[config.mk]
export PLATFORM = sky130hd
export DESIGN_NAME = traffic_fsm
export DESIGN_NICKNAME = d
export VERILOG_FILES = /design/src/rtl/traffic_pkg.sv /design/src/rtl/traffic_param_regs.sv /design/src/rtl/traffic_fsm.sv
export SDC_FILE = /design/constraint.sdc
export NUM_CORES = 1
export LEC_CHECK = 0
export ABC_AREA = 1
export CELL_PAD_IN_SITES_DETAIL_PLACEMENT = 0
export CELL_PAD_IN_SITES_GLOBAL_PLACEMENT = 1
export CORE_MARGIN = 2
export CORE_UTILIZATION = 36
export DETAILED_ROUTE_END_ITERATION = 6
export GPL_ROUTABILITY_DRIVEN = 0
export PLACE_DENSITY = 0.9
export SYNTH_ARGS = -nofsm -noshare
export SYNTH_HDL_FRONTEND = slang
export SYNTH_HIERARCHICAL = 1
export SYNTH_SLANG_ARGS = --single-unit
[constraint.sdc]
create_clock -name clk -period 2.4 [get_ports clk]
set_clock_uncertainty 0.05 [all_clocks]
set_input_delay 0.72 -clock clk [delete_from_list [all_inputs] [get_ports clk]]
set_output_delay 0.72 -clock clk [all_outputs]
set_load 0.01 [all_outputs]
[src/rtl/traffic_pkg.sv]
// traffic_pkg -- shared definitions for the traffic light controller.
//   state_e        : FSM state encoding (also exported on the debug port)
//   LAMP_*         : lamp encodings, bit order {R,Y,G}, one-hot
//   SEL_*          : time_param_sel codes
//   DEF_*_C        : default interval values in seconds
//   interval_for() : interval that belongs to a given state
package traffic_pkg;

  typedef enum logic [2:0] {
    ST_MG1  = 3'd0,
    ST_MG2  = 3'd1,
    ST_MY   = 3'd2,
    ST_WALK = 3'd3,
    ST_SG1  = 3'd4,
    ST_SG2  = 3'd5,
    ST_SY   = 3'd6
  } state_e;

  localparam logic [2:0] LAMP_R = 3'b100;
  localparam logic [2:0] LAMP_Y = 3'b010;
  localparam logic [2:0] LAMP_G = 3'b001;

  localparam logic [1:0] SEL_BASE = 2'd0;
  localparam logic [1:0] SEL_EXT  = 2'd1;
  localparam logic [1:0] SEL_YEL  = 2'd2;
  localparam logic [1:0] SEL_NONE = 2'd3;

  localparam logic [3:0] DEF_BASE_C = 4'd6;
  localparam logic [3:0] DEF_EXT_C  = 4'd3;
  localparam logic [3:0] DEF_YEL_C  = 4'd2;

  function automatic logic [3:0] interval_for(state_e s, logic [3:0] base,
                                              logic [3:0] ext, logic [3:0] yel);
    logic [3:0] r;
    case (s)
      ST_SG2, ST_WALK: r = ext;
      ST_MY, ST_SY:    r = yel;
      default:         r = base;
    endcase
    return r;
  endfunction

endpackage

[src/rtl/traffic_param_regs.sv]
// traffic_param_regs -- the three interval registers (base, ext, yel).
//   clk, sys_reset      : clock, synchronous active-high reset
//   reprogram           : one-cycle write strobe
//   time_param_sel      : register select (SEL_NONE = no write)
//   time_value          : value to write; zero is rejected
//   wr_accept           : this cycle's strobe is a real write (combinational)
//   base_nxt/ext_nxt/yel_nxt : register values as they will be after this
//                         edge, so a restart can load a freshly written value
module traffic_param_regs
  import traffic_pkg::*;
#(
  parameter logic [3:0] DEF_BASE = DEF_BASE_C,
  parameter logic [3:0] DEF_EXT  = DEF_EXT_C,
  parameter logic [3:0] DEF_YEL  = DEF_YEL_C
) (
  input  logic       clk,
  input  logic       sys_reset,
  input  logic       reprogram,
  input  logic [1:0] time_param_sel,
  input  logic [3:0] time_value,
  output logic       wr_accept,
  output logic [3:0] base_nxt,
  output logic [3:0] ext_nxt,
  output logic [3:0] yel_nxt
);

  logic [3:0] base_q, base_d;
  logic [3:0] ext_q, ext_d;
  logic [3:0] yel_q, yel_d;

  always_comb begin
    wr_accept = reprogram && (time_param_sel != SEL_NONE) && (time_value != 4'd0);
    base_d    = base_q;
    ext_d     = ext_q;
    yel_d     = yel_q;
    if (wr_accept) begin
      case (time_param_sel)
        SEL_BASE: base_d = time_value;
        SEL_EXT:  ext_d  = time_value;
        SEL_YEL:  yel_d  = time_value;
        default:  ;
      endcase
    end
  end

  assign base_nxt = base_d;
  assign ext_nxt  = ext_d;
  assign yel_nxt  = yel_d;

  always_ff @(posedge clk) begin
    if (sys_reset) begin
      base_q <= DEF_BASE;
      ext_q  <= DEF_EXT;
      yel_q  <= DEF_YEL;
    end else begin
      base_q <= base_d;
      ext_q  <= ext_d;
      yel_q  <= yel_d;
    end
  end

endmodule

[src/rtl/traffic_fsm.sv]
// traffic_fsm -- main/side road traffic light controller with pedestrian WALK.
//   clk, sys_reset       : clock, synchronous active-high reset
//   sensor               : side-road vehicle present (level)
//   walk_push            : pedestrian request, latched into walk_pend
//   reprogram, time_param_sel, time_value : interval register write port
//   expired              : end-of-interval pulse from the external Timer
//   start_timer          : registered one-cycle Timer load pulse
//   timer_value          : interval of the current state (Timer input_value)
//   main_light/side_light: lamps {R,Y,G}, one-hot
//   walk_lamp            : pedestrian WALK indication
//   dbg_state, dbg_walk_pend : current FSM state and pending walk request
//
// Timer protocol: start_timer is high for exactly the first cycle after a
// state is entered and timer_value already carries that state's interval in
// that cycle. The Timer answers with a one-cycle expired pulse; an expired
// seen while start_timer (or the post-reset load) is pending belongs to the
// previous interval and is dropped.
module traffic_fsm
  import traffic_pkg::*;
#(
  parameter logic [3:0] DEF_BASE = DEF_BASE_C,
  parameter logic [3:0] DEF_EXT  = DEF_EXT_C,
  parameter logic [3:0] DEF_YEL  = DEF_YEL_C
) (
  input  logic       clk,
  input  logic       sys_reset,
  input  logic       sensor,
  input  logic       walk_push,
  input  logic       reprogram,
  input  logic [1:0] time_param_sel,
  input  logic [3:0] time_value,
  input  logic       expired,
  output logic       start_timer,
  output logic [3:0] timer_value,
  output logic [2:0] main_light,
  output logic [2:0] side_light,
  output logic       walk_lamp,
  output logic [2:0] dbg_state,
  output logic       dbg_walk_pend
);

  state_e     state_q, state_d, succ_state;
  logic       walk_pend_q, walk_pend_d;
  logic       start_q, start_d;
  // Set during reset so the first cycle after release issues a Timer load.
  logic       fresh_q, fresh_d;
  logic [3:0] timer_value_q, timer_value_d;

  logic       wr_accept;
  logic [3:0] base_nxt, ext_nxt, yel_nxt;
  logic       exp_ok;

  traffic_param_regs #(
    .DEF_BASE(DEF_BASE),
    .DEF_EXT (DEF_EXT),
    .DEF_YEL (DEF_YEL)
  ) u_regs (
    .clk           (clk),
    .sys_reset     (sys_reset),
    .reprogram     (reprogram),
    .time_param_sel(time_param_sel),
    .time_value    (time_value),
    .wr_accept     (wr_accept),
    .base_nxt      (base_nxt),
    .ext_nxt       (ext_nxt),
    .yel_nxt       (yel_nxt)
  );

  // Successor of the current state when its interval ends.
  always_comb begin
    succ_state = ST_MG1;
    case (state_q)
      ST_MG1:  succ_state = sensor ? ST_MY : ST_MG2;
      ST_MG2:  succ_state = ST_MY;
      ST_MY:   succ_state = walk_pend_q ? ST_WALK : ST_SG1;
      ST_WALK: succ_state = ST_SG1;
      ST_SG1:  succ_state = sensor ? ST_SG2 : ST_SY;
      ST_SG2:  succ_state = ST_SY;
      ST_SY:   succ_state = ST_MG1;
      default: succ_state = ST_MG1;
    endcase
  end

  always_comb begin
    state_d       = state_q;
    walk_pend_d   = walk_pend_q | walk_push;
    start_d       = fresh_q;
    fresh_d       = 1'b0;
    timer_value_d = timer_value_q;
    exp_ok        = expired && !start_q && !fresh_q;
    if (wr_accept) begin
      state_d       = ST_MG1;
      start_d       = 1'b1;
      timer_value_d = base_nxt;
    end else if (exp_ok) begin
      state_d       = succ_state;
      start_d       = 1'b1;
      timer_value_d = interval_for(succ_state, base_nxt, ext_nxt, yel_nxt);
      // Entering WALK serves the request; a push in this same cycle re-arms it.
      if (succ_state == ST_WALK) walk_pend_d = walk_push;
    end
  end

  always_ff @(posedge clk) begin
    if (sys_reset) begin
      state_q       <= ST_MG1;
      walk_pend_q   <= 1'b0;
      start_q       <= 1'b0;
      fresh_q       <= 1'b1;
      timer_value_q <= DEF_BASE;
    end else begin
      state_q       <= state_d;
      walk_pend_q   <= walk_pend_d;
      start_q       <= start_d;
      fresh_q       <= fresh_d;
      timer_value_q <= timer_value_d;
    end
  end

  always_comb begin
    main_light = LAMP_R;
    side_light = LAMP_R;
    walk_lamp  = 1'b0;
    case (state_q)
      ST_MG1, ST_MG2: main_light = LAMP_G;
      ST_MY:          main_light = LAMP_Y;
      ST_WALK:        walk_lamp  = 1'b1;
      ST_SG1, ST_SG2: side_light = LAMP_G;
      ST_SY:          side_light = LAMP_Y;
      default:        main_light = LAMP_G;
    endcase
  end

  assign start_timer   = start_q;
  assign timer_value   = timer_value_q;
  assign dbg_state     = state_q;
  assign dbg_walk_pend = walk_pend_q;

endmodule

==> summary.txt <==
Status: complete, no violations
GR Util All Layers: 0.159
Worst reg2reg path startpoint: dbg_state[0]
Iter 0 DRT Violations: 47
Site Rows: 23
Syn. warnings: 6
# hold bufs at CTS: 0
Crit start category: flop
Leak: 1.02 nW
Crit path kind: reg2out
Die width: 67.8 um
Synth Instances: 230
Post-DP HPWL: 2.62 mm
CP arrival: 1490 ps
Minimum clock period: 2260 ps
Final hold vios: 0
Worst EP required: 1630 ps
Syn Area/Cell: 6.36 um2
Setup violations, final: 0
Asr flop ratio synth: 0
Post-synth EDFFs: 0
TritonCTS clock tree: yes
ANT nets after route: 0
# nets final: 280
Initial core utilization: 0.371
Count of cell types in the netlist: 23
Relative slew slack: 0.838
Largest net degree at the start of global routing: 14
Total power draw: 0.916 mW
Area grow syn2layout: 29.7%
Cell Count, Final, Fillers Out: 317
FMAX: 443 MHz
Post-synthesis sequential area ratio: 0.301
Yosys top cell by area: dfxtp_1
Synth top area share: 0.301
# H-tree levels: 1
Vias: 1424
Drt pass-1 iters: 4
Grt total ovfl: 0
DRC viols: 0
Core area: 3940 um2
Die ar.: 4590 um2
Synthesized flop and latch total: 22
Period utilization: 0.942
Slew Limit Fails: 0
Clock Latency Late Sink: 270 ps
CP endpoint kind: output port
WL/cell: 10.4 um
Height of the die: 67.8 um
Most frequent cell after synthesis: nand2_1
Clock sinks: 22
Max Cap Viol: 0
Num CTS Buffers: 3
Num ports: 28
Dpl cells: 313
Antenna violations before repair: 0
I/O Buffers: 27
Post-Syn Area: 1460 um2
RSZ-0062 raised after global routing: false
Min-delay src: u_regs/base_q[2]
Syn Nets: 242
Top cells by count, synth: nand2_1 (94), inv_1 (25), dfxtp_1 (22)
Vias in the first global route: 1318
Most used DFF post-synth: dfxtp_1
Worst-path fanout max: 9
Clock transition at path regs: 80 ps
Fraction of layout cells with a size suffix above 1: 0.195
Top cells by area, synth: dfxtp_1 (30%), nand2_1 (24%), inv_1 (6.4%), nand3_1 (5.1%), nand2_2 (4.3%)
Root buf cell: clkbuf_8
Diodes inserted: 0
Via/cell ratio: 4.49
First-pass GRT wire length: 5.51 mm
DRT Wirelength: 3.29 mm
Cell area power density: 483 nW/um2
Hold crit path type: reg2reg
Max IR drop VDD: 232 uV
Worst setup path startpoint: dbg_state[2]
Post CTS Setup Buffer Count: 0
CTS max path bufs: 2
Final core occ: 0.481
Worst-margin pin slew: 242 ps
[cell usage in the layout (no fill, tap or decap), drive strengths merged]
cell type      instances
o31ai                  1
dlymetal6s2s           3
a21oi                 14
nand2                108
nor3                   1
dfxtp                 22
clkbuf                 4
o21ai                 10
o211ai                 3
nor2                  16
nand4                  1
inv                   31
buf                   13
nand3                 16
clkdlybuf4s50         24
[final timing paths]
check	end	depth (start not counted)	slack (ps)
max	side_light[0]	4	140
min	u_regs/base_q[2]	2	440
max reg2reg	timer_value[2]	10	940
min reg2reg	u_regs/base_q[2]	2	440
[critical path: stages, from the launching register on]
cell	delay, ps
dfxtp_1	380
buf_4	180
nand2_2	70
inv_1	70
clkdlybuf4s50_1	530
[area by class of cell]
class	count	area, um2
clock buffer	4	55.1
fill	420	2040
inverter	31	119
multi-input combinational	170	830
sequential	22	444
tap	50	62.6
timing repair buffer	40	388
[power breakdown]
part / internal (mW) / leakage (nW) / switching, mW
registers: 0.387 / 0.182 / 0.0131
clock network: 0.146 / 0.0288 / 0.123
logic: 0.109 / 0.808 / 0.137
[timing repair]
item                                   4_1_cts  5_1_grt
setup endpoints to repair                    2        3
endpoints found under the hold margin        0        0
gates resized for setup                      1        4
[registers in the layout, summed over array words and instances, names as in the netlist]
name / flops
timer_value: 4
dbg_state: 3
fresh_q: 1
u_regs/yel_q: 4
u_regs/base_q: 4
dbg_walk_pend: 1
u_regs/ext_q: 4
start_timer: 1
[logic make-up (layout without fill, tap and decap cells)]
kind of cell,count (synthesis),count (layout),synth area share
and+or+nand+nor,142,142,0.444
buffers and inverters,38,75,0.132
AOI/OAI and AO/OA,28,28,0.123
DFF,22,22,0.301
[per-stage QoR]
step	setup WS, ps	hold WS [ps]	cell area, um2	TNS [ps]
detailed placement	-42.6	427	1830	-42.6
global placement	-29.6	426	1830	-29.6
CTS	39.1	450	1890	0
floorplan	512	404	1460	0
finish	140	444	1900	0
global route	59.1	464	1900	0
[metal layers]
| metal | wire length, um | global-route usage | part of all wire | vias to the layer above |
|---|---|---|---|---|
| li1 | - | - | - | 784 |
| met1 | 1590 | 0.194 | 0.48 | 622 |
| met2 | 1560 | 0.282 | 0.47 | 14 |
| met3 | 110 | 0.0250 | 0.033 | 4 |
| met4 | 32 | 0.0525 | 0.0097 | 0 |
| met5 | 0 | 0 | 0 | - |
Note: power is estimated with default switching activity, not from simulation.
